$ cat src/rtl/pipe_if_fetch.sv
// Instruction-fetch stage: owns the PC, runs the req/ack imem port and feeds IF/ID.
// Optional performance counters are built when IF_PERF_CNT_EN is defined.
`timescale 1ns/1ps
module pipe_if_fetch #(
    parameter logic [15:0] RESET_PC  = 16'h0000,
    parameter logic [15:0] NOP_INSTR = 16'h0000
) (
    input  logic        clk_i,
    input  logic        rst_n,
    input  logic        stall_i,
    input  logic        branch_taken_i,
    input  logic [15:0] branch_target_i,
    output logic        imem_req_o,
    output logic [15:0] imem_addr_o,
    input  logic        imem_ack_i,
    input  logic [15:0] imem_rdata_i,
    output logic [15:0] Instruction_o,
    output logic [15:0] PCadder1_sum_o,
    output logic        instr_valid_o,
    output logic [15:0] fetch_cnt_o,
    output logic [15:0] stall_cnt_o
);

    typedef enum logic [1:0] {S_IDLE, S_REQ, S_PEND, S_DROP} state_t;

    state_t      state_reg, state_next;
    logic [15:0] pc_reg, pc_next;
    logic [15:0] instr_reg, instr_next;
    logic [15:0] pcp2_reg, pcp2_next;
    logic        valid_reg, valid_next;
    logic [15:0] pend_instr_reg, pend_instr_next;
    logic [15:0] pend_pcp2_reg, pend_pcp2_next;
    logic        pend_valid_reg, pend_valid_next;
    logic [15:0] drop_addr_reg, drop_addr_next;
    logic [15:0] pc_plus2;

    assign pc_plus2 = pc_reg + 16'd2;

    always_ff @(posedge clk_i or negedge rst_n) begin
        if (!rst_n) begin
            state_reg      <= S_IDLE;
            pc_reg         <= RESET_PC;
            instr_reg      <= NOP_INSTR;
            pcp2_reg       <= 16'h0000;
            valid_reg      <= 1'b0;
            pend_instr_reg <= NOP_INSTR;
            pend_pcp2_reg  <= 16'h0000;
            pend_valid_reg <= 1'b0;
            drop_addr_reg  <= RESET_PC;
        end else begin
            state_reg      <= state_next;
            pc_reg         <= pc_next;
            instr_reg      <= instr_next;
            pcp2_reg       <= pcp2_next;
            valid_reg      <= valid_next;
            pend_instr_reg <= pend_instr_next;
            pend_pcp2_reg  <= pend_pcp2_next;
            pend_valid_reg <= pend_valid_next;
            drop_addr_reg  <= drop_addr_next;
        end
    end

    always_comb begin
        state_next      = state_reg;
        pc_next         = pc_reg;
        instr_next      = instr_reg;
        pcp2_next       = pcp2_reg;
        valid_next      = valid_reg;
        pend_instr_next = pend_instr_reg;
        pend_pcp2_next  = pend_pcp2_reg;
        pend_valid_next = pend_valid_reg;
        drop_addr_next  = drop_addr_reg;

        // IF/ID takes the buffer on every unstalled edge
        if (valid_reg && !stall_i) begin
            valid_next = 1'b0;
        end

        if (branch_taken_i) begin
            pc_next         = {branch_target_i[15:1], 1'b0};
            valid_next      = 1'b0;
            pend_valid_next = 1'b0;
            case (state_reg)
                S_REQ: begin
                    if (imem_ack_i) begin
                        state_next = S_REQ;
                    end else begin
                        // request in flight: keep driving its address until it acks
                        state_next     = S_DROP;
                        drop_addr_next = pc_reg;
                    end
                end
                S_DROP:  state_next = S_DROP;
                default: state_next = S_REQ;
            endcase
        end else begin
            case (state_reg)
                S_IDLE: state_next = S_REQ;
                S_REQ: begin
                    if (imem_ack_i) begin
                        pc_next = pc_plus2;
                        if (!valid_reg || !stall_i) begin
                            instr_next = imem_rdata_i;
                            pcp2_next  = pc_plus2;
                            valid_next = 1'b1;
                        end else begin
                            pend_instr_next = imem_rdata_i;
                            pend_pcp2_next  = pc_plus2;
                            pend_valid_next = 1'b1;
                            state_next      = S_PEND;
                        end
                    end
                end
                S_PEND: begin
                    if (!stall_i) begin
                        instr_next      = pend_instr_reg;
                        pcp2_next       = pend_pcp2_reg;
                        valid_next      = pend_valid_reg;
                        pend_valid_next = 1'b0;
                        state_next      = S_REQ;
                    end
                end
                S_DROP: begin
                    if (imem_ack_i) begin
                        state_next = S_REQ;
                    end
                end
                default: state_next = S_IDLE;
            endcase
        end
    end

    assign imem_req_o     = (state_reg == S_REQ) || (state_reg == S_DROP);
    assign imem_addr_o    = (state_reg == S_DROP) ? drop_addr_reg : pc_reg;
    assign Instruction_o  = valid_reg ? instr_reg : NOP_INSTR;
    assign PCadder1_sum_o = pcp2_reg;
    assign instr_valid_o  = valid_reg;

`ifdef IF_PERF_CNT_EN
    logic [15:0] fetch_cnt_reg;
    logic [15:0] stall_cnt_reg;

    always_ff @(posedge clk_i or negedge rst_n) begin
        if (!rst_n) begin
            fetch_cnt_reg <= 16'h0000;
            stall_cnt_reg <= 16'h0000;
        end else begin
            if (valid_reg && !stall_i && (fetch_cnt_reg != 16'hFFFF)) begin
                fetch_cnt_reg <= fetch_cnt_reg + 16'd1;
            end
            if (valid_reg && stall_i && (stall_cnt_reg != 16'hFFFF)) begin
                stall_cnt_reg <= stall_cnt_reg + 16'd1;
            end
        end
    end

    assign fetch_cnt_o = fetch_cnt_reg;
    assign stall_cnt_o = stall_cnt_reg;
`else
    assign fetch_cnt_o = 16'h0000;
    assign stall_cnt_o = 16'h0000;
`endif

endmodule

$ cat config.mk
export PLATFORM = sky130hd
export DESIGN_NAME = pipe_if_fetch
export DESIGN_NICKNAME = d
export VERILOG_FILES = /design/src/rtl/pipe_if_fetch.sv
export SDC_FILE = /design/constraint.sdc
export NUM_CORES = 1
export LEC_CHECK = 0
export ABC_AREA = 1
export CORE_UTILIZATION = 50
export DETAILED_ROUTE_END_ITERATION = 8
export PLACE_DENSITY_LB_ADDON = 0.1
export SYNTH_ARGS = -nofsm -noshare
export SYNTH_HDL_FRONTEND = slang
export SYNTH_SLANG_ARGS = --single-unit
$ cat constraint.sdc
create_clock -name clk_i -period 4.1 [get_ports clk_i]
set_input_delay 0.82 -clock clk_i [delete_from_list [all_inputs] [get_ports clk_i]]
set_output_delay 0.82 -clock clk_i [all_outputs]
set_load 0.02 [all_outputs]
-- Word-level counts from Yosys, hierarchy flattened
Cells that the tools add are included.
- register bits: 100
- bits in latches: 0
- RAM bits: 0
- memory bits (read-only): 0
- bits of input ports: 37
- output and inout port bits: 82
- word-level logic and storage cells: 71
- memories: 0
- add/sub/neg operators: 1
- multiply operators: 0
- divide/modulo/power cells: 0
- $lt $le $gt $ge: 0
- equal/unequal tests: 10
- shift-type cells: 0
- mux-type cells: 32
- bitwise operators: 3
- reduce and logical (&&, ||, !) cells: 16
- operators with widths (cell ; number):
    $mux 16 ; 11
    $pmux 16 s2 ; 2
    $add 16x2->16 const B ; 1
    $mux 2 ; 6
    $ne 3x3->1 const B ; 4
    $reduce_and 4->1 ; 3
    $mux 1 ; 9
    $pmux 2 s4 ; 1
    $ne 2x2->1 const B ; 3
    $reduce_bool 2->1 ; 3
    $reduce_and 5->1 ; 1
    $eq 2x2->1 const B ; 2
    $pmux 1 s2 ; 2
    $pmux 2 s2 ; 1
    $not 1->1 ; 3
    $reduce_and 3->1 ; 1
    $reduce_bool 3->1 ; 1
    $eq 2x1->1 const B ; 1
    $logic_not 1->1 ; 2
    $logic_not 2->1 ; 1
    $logic_or 1x1->1 ; 2
    $reduce_and 2->1 ; 1
    $logic_and 1x1->1 ; 1

-- Longest topological paths before layout
- depth in word-level cells: 7
- depth in mapped cells: 10
- depth with buffers taken out: 10

-- Worst setup path before layout
Ideal clock, no wire load.
- path type: reg2out
- start point: register state_reg[0]
- end point: output port imem_addr_o[10]
- arrival: 1321 ps
- slack: 1959 ps
- stages on the path, launching flop included: 4
- path buffers: 1
- cells stage by stage: dfrtp_1 ha_1 clkbuf_1 o21ai_0
- word-level cells in the longest chain between the ends: 2
- RTL lines (what ; line ; RTL):
    from (decl) ; 26 ; state_t state_reg, state_next;
    from (signal assigned) ; 51 ; state_reg <= state_next;
    $eq 2x2->1 ; 134 ; assign imem_addr_o = (state_reg == S_DROP) ? drop_addr_reg : pc_reg;
    $mux 16 ; 134 ;
    to (decl) ; 14 ; output logic [15:0] imem_addr_o,
No other way between the ends.

-- Final worst setup path
- start point: register state_reg[1]
- end point: output port imem_addr_o[7]
The elaborated chain is that of the path after synthesis.

==> results.sh <==
export IMPL_final_common_cell="nand2_1"
export IMPL_final_util_pct=61.2
export IMPL_sequential_cell_area_mm2=0.00240
export IMPL_pwr_share_clk_pct=14.4
export IMPL_rsz0062_at_grt="false"
export IMPL_diodes=0
export IMPL_report_final_slew_viol_count=0
export IMPL_grt_ovfl_total=0
export IMPL_finalNetCount=776
export IMPL_status="finished clean"
export IMPL_cts_sinks=96
export IMPL_grt_antenna_before_repair=0
export IMPL_p_leak_nw=3.00
export IMPL_synth_cell_types=30
export IMPL_slew_headroom_pct=31.3
export IMPL_power_mw=4.02
export IMPL_ys_async_sr_fraction_pct=100
export IMPL_reg2reg_depth=5
export IMPL_antenna_left=0
export IMPL_insertion_delay_ns=0.37
export IMPL_place_congestion=0.853
export IMPL_synth_main_ff_cell="dfrtp_1"
export IMPL_placedCellCount=857
export IMPL_setup_viol=0
export IMPL_core_area_mm2=0.00977
export IMPL_drt_first_pass_iters=4
export IMPL_ctsResizeCount=0
export IMPL_drtIter0Drc=231
export IMPL_final_cell_area_mm2=0.00599
export IMPL_p_sw_share_pct=42.7
export IMPL_irDropWorstVdd_mv=0.347
export IMPL_synth_seq_area_share_pct=47.5
export IMPL_crit_path_start_kind="register"
export IMPL_syn2layout_area_growth_pct=18.5
export IMPL_fillCellCount=911
export IMPL_slowest_delay_ns=0.77
export IMPL_setup_tns_ns=0
export IMPL_synth_edf_count=0
export IMPL_path_cells="ha_1 -> nand2_1 -> o21ai_0 -> clkdlybuf4s50_1"
export IMPL_die_x_um=103
export IMPL_hold_viol_final=0
export IMPL_end_kind="primary output"
export IMPL_p_per_area_mw_per_mm2=672
export IMPL_start_util_pct=51.7
export IMPL_hpwlAfterDp_um=8080
export IMPL_comb_power_share_pct=47.1
export IMPL_io_pins=119
export IMPL_r2r_start="state_reg[0]"
export IMPL_power_switching_mw=1.72
export IMPL_fin_skew_ns=0.0158
export IMPL_root_buffer="clkbuf_8"
export IMPL_io_buffers=83
export IMPL_cts_buffer_depth=2
export IMPL_grt_pass1_vias=4032
export IMPL_grt_first_pass_wirelength_um=18700
export IMPL_internal_power_mw=2.31
export IMPL_vias=4319
export IMPL_finalCritPeriodShare_pct=79.9
export IMPL_rrSetupSlack_ns=1.37
export IMPL_ys_warnings_count=0
export IMPL_final_cell_mix="254 x nand2_1, 96 x dfrtp_1, 82 x clkdlybuf4s50_1"
export IMPL_drive_gt1_share_pct=5.68
export IMPL_grt_use_total_pct=23.1
export IMPL_multi_input_area_mm2=0.00216
export IMPL_wl_um=11500
export IMPL_syn_area_per_cell_um2=7.60
export IMPL_path_clk_slew_ns=0.11
export IMPL_syn_area_mm2=0.00505
export IMPL_p_seq_share_pct=38.6
export IMPL_placed_area_mm2=0.00581
export IMPL_htreeDepth=3
export IMPL_hp_class="input port to asynchronous set/reset pin"
export IMPL_max_freq_mhz=305
export IMPL_wl_per_cell_um=13.1
export IMPL_reg2reg_to="PCadder1_sum_o[5]"
export IMPL_crit_required_ns=3.28
export IMPL_syn_inst=665
export IMPL_grt_max_degree=41
export IMPL_row_count=36
export IMPL_dieArea_mm2=0.0105
export IMPL_worstSetupPathType="register to primary output"
export IMPL_synth_seq_cells=96
export IMPL_worst_path_max_delay_cell="ha_1"
export IMPL_crit_arrival_ns=2.46
export IMPL_postCtsSetupBuffers=0
export IMPL_holdBufCountCts=0
export IMPL_vias_per_cell=4.95
export IMPL_fin_crit_ns=3.28
export IMPL_cap_violations=0
export IMPL_crit_path_max_fanout=33
export IMPL_cts_tree="done"
export IMPL_drc=0
export IMPL_fp_dieH_um=103
export IMPL_fin_cells=873
export IMPL_cts_buffers_inserted=9
export IMPL_tightest_slew_ns=1.02
## synth_stat cells, types with 5 or more instances
library cell	n	area [µm²]
nand4_1	7	43.8
inv_1	48	180
nand3_1	38	190
buf_4	35	263
o21ai_0	47	235
a21oi_1	9	45.0
inv_2	7	26.3
nor2_2	5	31.3
clkbuf_1	12	45.0
nor2_1	37	139
buf_2	11	55.1
nand2_1	254	953
o21ai_1	6	30.0
dfrtp_1	96	2400
a31oi_1	20	125
## logic make-up (layout without fill, tap and decap cells)
kind of cell,after synthesis,after routing,synth area share [%]
simple gates,349,349,28.4
buf+inv,119,161,12.2
flops,96,96,47.5
compound gates,92,92,10.2
fa+ha+maj,4,4,0.991
xor+xnor,4,4,0.693
other cells,1,34,0.0742
## how the worst max path moves through the flow
stage | endpoint | slack, ns | from
global route | imem_addr_o[3] | 0.61 | state_reg[1]
finish | imem_addr_o[7] | 0.82 | state_reg[1]
floorplan | imem_addr_o[10] | 1.96 | state_reg[0]
CTS | imem_addr_o[6] | 0.81 | state_reg[1]
detailed placement | imem_addr_o[6] | 1.25 | state_reg[1]
global placement | imem_addr_o[3] | 1.27 | state_reg[1]
## final cells by class
cell class                      instances  area share, %
Clock buffer                            9           2.07
Clock inverter                          7          0.899
Inverter                               57           3.57
Multi-Input combinational cell        483           36.1
Sequential cell                        96           40.1
Tap cell                              133           2.78
Timing Repair Buffer                   88           14.5
## power by group through the flow
stage / Clock [mW] / Sequential (mW) / Combinational (mW)
after floorplan: 0 / 1.60 / 1.21
final: 0.578 / 1.55 / 1.89
after global placement: 0 / 1.56 / 1.86
after CTS: 0.595 / 1.55 / 1.91
after global routing: 0.632 / 1.60 / 2.11
after detailed placement: 0 / 1.57 / 1.90
## routing by layer
metal  vias up  part of all wire (%)  wire, µm  GRT usage [%]
met5         -                     0         0              0
met4         0                   1.2       138           7.36
met3        11                   5.6       643           3.59
met2       124                    51      5850           41.1
met1      1999                    42      4840           28.6
li1       2185                     -         -              -
## stage by stage
stage          hold WS, ns  worst slack, ns
5_1_grt              0.391            0.609
3_5_place_dp         0.465             1.25
4_1_cts              0.380            0.807
3_3_place_gp         0.461             1.27
6_report             0.367            0.823
2_1_floorplan        0.449             1.96
## critical path: cells and delay by family (launching register included)
| family | cells | cell delay (ns) |
|---|---|---|
| flops | 1 | 0.42 |
| fa+ha+maj | 1 | 0.77 |
| compound gates | 1 | 0.14 |
| buf+inv | 1 | 0.66 |
| simple gates | 1 | 0.09 |
(Power assumes the default switching activity.)
